**src/rtl/dest_scoreboard.sv**
```systemverilog
// dest_scoreboard: destination-register scoreboard for the in-order pipeline.
// Counts in-flight writers per architectural register. A writer is issued
// when it is captured into ID/EX and retired when WB writes the register
// file. A stall is raised when an instruction in ID reads a pending register.
//
// Ports:
//   CLK, RST          clock, synchronous active-high reset
//   flush             ID/EX flush; suppresses issue
//   Issue_WB_EN/Dest  writer entering ID/EX
//   Src1/Src2         ID sources; Src1_Valid / Two_Src mark real reads
//   Fwd_EN            forwarding active: only load-use hazards stall
//   EXE_*             load/writeback/dest of the instruction in EXE
//   WB_WB_EN/WB_Dest  register-file write from WB (retire)
//   stall             combinational hazard stall to IF/ID and ID
//   pending           per-register "counter nonzero" view
//   err               sticky counter overflow/underflow flag
//   stall_cnt         count of cycles with stall asserted
module dest_scoreboard #(
  parameter int NREG      = 16,
  parameter int CNT_W     = 2,
  parameter int WB_BYPASS = 1
) (
  input  logic            CLK,
  input  logic            RST,
  input  logic            flush,
  input  logic            Issue_WB_EN,
  input  logic [3:0]      Issue_Dest,
  input  logic [3:0]      Src1,
  input  logic [3:0]      Src2,
  input  logic            Two_Src,
  input  logic            Src1_Valid,
  input  logic            Fwd_EN,
  input  logic            EXE_MEM_R_EN,
  input  logic            EXE_WB_EN,
  input  logic [3:0]      EXE_Dest,
  input  logic            WB_WB_EN,
  input  logic [3:0]      WB_Dest,
  output logic            stall,
  output logic [NREG-1:0] pending,
  output logic            err,
  output logic [31:0]     stall_cnt
);

  logic [CNT_W-1:0] cnt_q [NREG];
  logic [CNT_W-1:0] cnt_d [NREG];
  logic             err_q, err_d;
  logic [31:0]      stall_cnt_q;

  logic [CNT_W-1:0] cnt_s1, cnt_s2;
  logic             byp1, byp2;
  logic             load_use1, load_use2;
  logic             haz1, haz2;
  logic             issue;

  // Hazard detection reads the live counters, not the pending view.
  always_comb begin
    cnt_s1 = '0;
    cnt_s2 = '0;
    for (int unsigned r = 0; r < NREG; r++) begin
      if (Src1 == 4'(r)) cnt_s1 = cnt_q[r];
      if (Src2 == 4'(r)) cnt_s2 = cnt_q[r];
    end
    // A last writer retiring this cycle is already visible in the register file.
    byp1 = (WB_BYPASS != 0) && WB_WB_EN && (WB_Dest == Src1) && (cnt_s1 == CNT_W'(1));
    byp2 = (WB_BYPASS != 0) && WB_WB_EN && (WB_Dest == Src2) && (cnt_s2 == CNT_W'(1));
    load_use1 = EXE_MEM_R_EN && EXE_WB_EN && (EXE_Dest == Src1);
    load_use2 = EXE_MEM_R_EN && EXE_WB_EN && (EXE_Dest == Src2);
    haz1 = Src1_Valid && (Fwd_EN ? load_use1 : ((cnt_s1 != '0) && !byp1));
    haz2 = Two_Src    && (Fwd_EN ? load_use2 : ((cnt_s2 != '0) && !byp2));
    stall = haz1 || haz2;
    issue = Issue_WB_EN && !flush && !stall;
  end

  always_comb begin
    err_d = err_q;
    for (int unsigned r = 0; r < NREG; r++) begin
      logic inc, dec;
      inc = issue && (Issue_Dest == 4'(r));
      dec = WB_WB_EN && (WB_Dest == 4'(r));
      cnt_d[r] = cnt_q[r];
      if (inc && !dec) begin
        if (cnt_q[r] == '1) err_d = 1'b1;
        else                cnt_d[r] = cnt_q[r] + CNT_W'(1);
      end else if (dec && !inc) begin
        if (cnt_q[r] == '0) err_d = 1'b1;
        else                cnt_d[r] = cnt_q[r] - CNT_W'(1);
      end
    end
  end

  always_ff @(posedge CLK) begin
    if (RST) begin
      for (int unsigned r = 0; r < NREG; r++) cnt_q[r] <= '0;
      err_q       <= 1'b0;
      stall_cnt_q <= '0;
    end else begin
      for (int unsigned r = 0; r < NREG; r++) cnt_q[r] <= cnt_d[r];
      err_q <= err_d;
      if (stall) stall_cnt_q <= stall_cnt_q + 32'd1;
    end
  end

  always_comb begin
    for (int unsigned r = 0; r < NREG; r++) pending[r] = (cnt_q[r] != '0);
  end

  assign err       = err_q;
  assign stall_cnt = stall_cnt_q;

endmodule

```
**config.mk**
```make
export PLATFORM = sky130hd
export DESIGN_NAME = dest_scoreboard
export DESIGN_NICKNAME = d
export VERILOG_FILES = /design/src/rtl/dest_scoreboard.sv
export SDC_FILE = /design/constraint.sdc
export NUM_CORES = 1
export LEC_CHECK = 0
export ABC_AREA = 1
export CAP_MARGIN = 40
export CORE_ASPECT_RATIO = 0.8
export CORE_MARGIN = 10
export CORE_UTILIZATION = 51
export DETAILED_ROUTE_END_ITERATION = 8
export GPL_ROUTABILITY_DRIVEN = 0
export PLACE_DENSITY = 0.9
export SYNTH_ARGS = -nofsm -noshare
export SYNTH_HDL_FRONTEND = slang
export SYNTH_SLANG_ARGS = --single-unit
```
**constraint.sdc**
```tcl
create_clock -name CLK -period 3.17 [get_ports CLK]
set_input_delay 0.4755 -clock CLK [delete_from_list [all_inputs] [get_ports CLK]]
set_output_delay 0.4755 -clock CLK [all_outputs]
set_load 0.1 [all_outputs]
```
==> results.md <==
* WL final at 21500 um
* Clock Latency Late Sink at ~340 ps
* PwrDens at ~310 nW/um2
* DR WL/cell at about 18 um
* Setup TNS at -224 ps
* Critical Path RT at roughly 3400 ps
* Total gr overflow at 0
* Final hold violations at 0
* Routed Antenna Nets at 0
* First-pass GRT wire length at roughly 34000 um
* Predominant post-synthesis flop cell: dfxtp_1
* CTS Buf Count at 9
* Remaining DRCs at 0
* Post-route cell area at 7700 um2
* Reg2reg start: cnt_q[0][4]
* Nets at about 1.1k
* Cells after synthesis at between 900 and 1k
* Period Utilization, post-route at 107%
* Reported max-cap violation count at 0
* Core Region at 10800 um2
* ANT cells at 0
* Filler cell count at between 800 and 900
* Drt pass-1 iters at 7
* Worst Setup Slack, final at -224 ps
* Worst slew pin tran at around 800 ps
* Die Y at 114 um
* Synthesized cell area at ~5700 um2
* CP cell instances: clkdlybuf4s15_2 -> inv_2 -> buf_4 -> a221oi_4 -> nand3_2 -> o2111ai_1 -> nand4_1 -> nand2_2 -> nand2_4 -> inv_8 -> nand2_4 -> buf_4 -> nor2_4 -> ha_1 -> or2_2 -> a21oi_1 -> o21ai_0 -> o311ai_1 -> o41ai_2 -> inv_1
* Finished Core Util at a little under three quarters
* Synth warnings at 0
* Metal1 wirelength at around 8500 um
* Synthesis-to-finish area growth at 36.1%
* Clock sinks at 65
* Crit start category: input port
* Die footprint at about 16000 um2
* CP Launch Point: Src2[3]
* Overall Power at roughly 0.0024 W
* Critical Path AT at ~3600 ps
* PortBufs at 79
* Sequential area share after synthesis at a little under a quarter
* Commonest non-fill, non-tap cell in the layout: nand2_1
* Most frequent cells in the layout: nand2_1 (202), buf_4 (144), nor2_1 (111), inv_1 (101), a21oi_1 (77)
* I/O pin total at 80
* Hold WS at between 400 and 500 ps
* Share of layout cells above drive strength 1 at between 20% and 30%
* Peak Freq at around 290 MHz
* Slowest stage cell, crit path: o41ai_2
* Post-synth net total at 975
* Vias in the first global route at between 6k and 7k
* Outcome: finished, violations left
* DRT iter0 DRCs at between 1k and 1.5k
* Mean Syn Cell Area at between 6 and 7 um2
* Clk network pwr share at a little under half
* Routed length on met3 at ~3000 um
* Final setup viols at 1
* Die width at approximately 140 um
* Max-slew violation count at 0
* Sw Ratio at between 20 and 30%
* Hold_sp: cnt_q[1][6]
* Placed Instance Area at 7040 um2
* Initial antenna violation count at 0
* Combinational power share at 18.9%
* Failing checks: negative setup slack
* Worst setup path class: in -> reg
* FF+latch count, synth at 65
* Max_slew headroom at a little under half
* Via count at approximately 7.3k
* Setup crit end kind: flip-flop
* Wire length on met2 at roughly 9200 um
* Starting density of the core at a little over half
* Leakage at 3.19 nW
* Asr flop ratio synth at 0%
* Root Driver: clkbuf_16
* # rows at 34
* CTS clk-pin slew, worst paths at approximately 60 ps
* Cell-internal power at between 0.0015 and 0.002 W
* Vias per cell at between 5 and 6
* Synth unique cells at 44
* Highest metal used: met4
* CTS max path bufs at 2
* CTS tree: yes
* Post-synth EDFFs at 0
* Psw at 0.000709 W
* GRT Overall Usage at 26.0%
* Crit-path max cell delay at roughly 370 ps
* Placed wire-length estimate at 14900 um
* Maximum fanout along the worst path at 5
* H-tree depth at 3
* Peak VDD IR at around 0.32 mV
* RSZ-0062 raised after global routing: true
* Min cycle time layout at around 3400 ps
* Final Skew at about 8 ps
* Largest net degree at the start of global routing at 42
* Seq pwr share at between 30% and 40%
* Worst Hold Class: reg -> reg
## cell type report
| type | count | area (um2) | area share [%] |
|---|---|---|---|
| clock inverters | 6 | 92.6 | 1.20 |
| repair buffers | 181 | 1450 | 18.8 |
| inverters | 118 | 450 | 5.85 |
| flip-flops and latches | 65 | 1300 | 16.9 |
| well taps | 144 | 180 | 2.34 |
| clock buffers | 10 | 229 | 2.98 |
| multi-input cells | 706 | 3990 | 51.9 |
## through the flow
| stage | setup slack, ps | instances |
|---|---|---|
| CTS | -70.2 | 1226 |
| finish | -224 | 1230 |
| detailed placement | -912 | 1196 |
| global placement | -863 | 1196 |
| floorplan | -181 | 912 |
| global route | -375 | 1230 |
## worst paths after layout
check / endpoint / slack, ps / cells past startpoint
worst max-delay path: err / -220 / 20
worst min-delay path: cnt_q[1][6] / 490 / 2
worst max register to register: err / -150 / 25
worst min register to register: cnt_q[1][6] / 490 / 2
## timing repair
action	4_1_cts	5_1_grt
setup buffers	13	5
pin swaps	25	22
resized for setup	83	29
gates cloned	1	0
setup endpoints to repair	13	13
hold buffers	0	0
## metal layers
metal	global-route usage (%)	up-vias
met4	10.3	0
li1	-	3340
met5	0	-
met1	33.4	3236
met2	39.5	586
met3	8.20	124
## power by group through the flow
stage / combinational (W) / sequential (W) / clock, W
after global placement: 0.000381 / 0.000845 / 0
after global routing: 0.000475 / 0.000827 / 0.00114
after detailed placement: 0.000387 / 0.000845 / 0
after floorplan: 0.000202 / 0.000877 / 0
after CTS: 0.000418 / 0.000827 / 0.00110
final: 0.000452 / 0.000827 / 0.00111
## kinds of logic (layout without fill, tap and decap cells)
logic type | after synthesis | count (layout) | share of synthesized area [%]
xor gates and xnor gates | 36 | 36 | 5.58
DFF | 65 | 65 | 23.0
buffers and inverters | 142 | 315 | 10.2
and+or+nand+nor | 498 | 499 | 40.2
AOI/OAI and AO/OA | 138 | 138 | 13.7
adders and majority gates | 33 | 33 | 7.30
## state kept, by name (all words and copies together) (netlist names)
| name | cells |
|---|---|
| err | 1 |
| stall_cnt | 32 |
| cnt_q | 32 |
## synth_stat cells, drive strengths merged (2+ instances only)
cell type	count	share of area [%]
nor3b	2	0.27
xor2	26	4.0
o221ai	3	0.46
o22ai	4	0.44
nor3	25	2.3
xnor2	10	1.5
o2111ai	2	0.31
a21oi	81	7.2
nand2	214	15
clkbuf	9	0.60
nand3	65	5.8
o21ai	31	2.7
or2	11	1.2
nand4	36	4.0
nor4	6	0.66
buf	15	1.7
a211oi	3	0.49
nand3b	4	0.53
inv	117	7.8
a21boi	3	0.40
ha	33	7.3
dfxtp	65	23
o221a	2	0.40
a31oi	4	0.44
nor2	134	11
## critical path: cells and delay by family
family	cells	cell delay, ps
adders and majority gates	1	270
and+or+nand+nor	7	770
AOI/OAI and AO/OA	6	1240
buffers and inverters	6	850
Power figures use the tool's default switching activity.
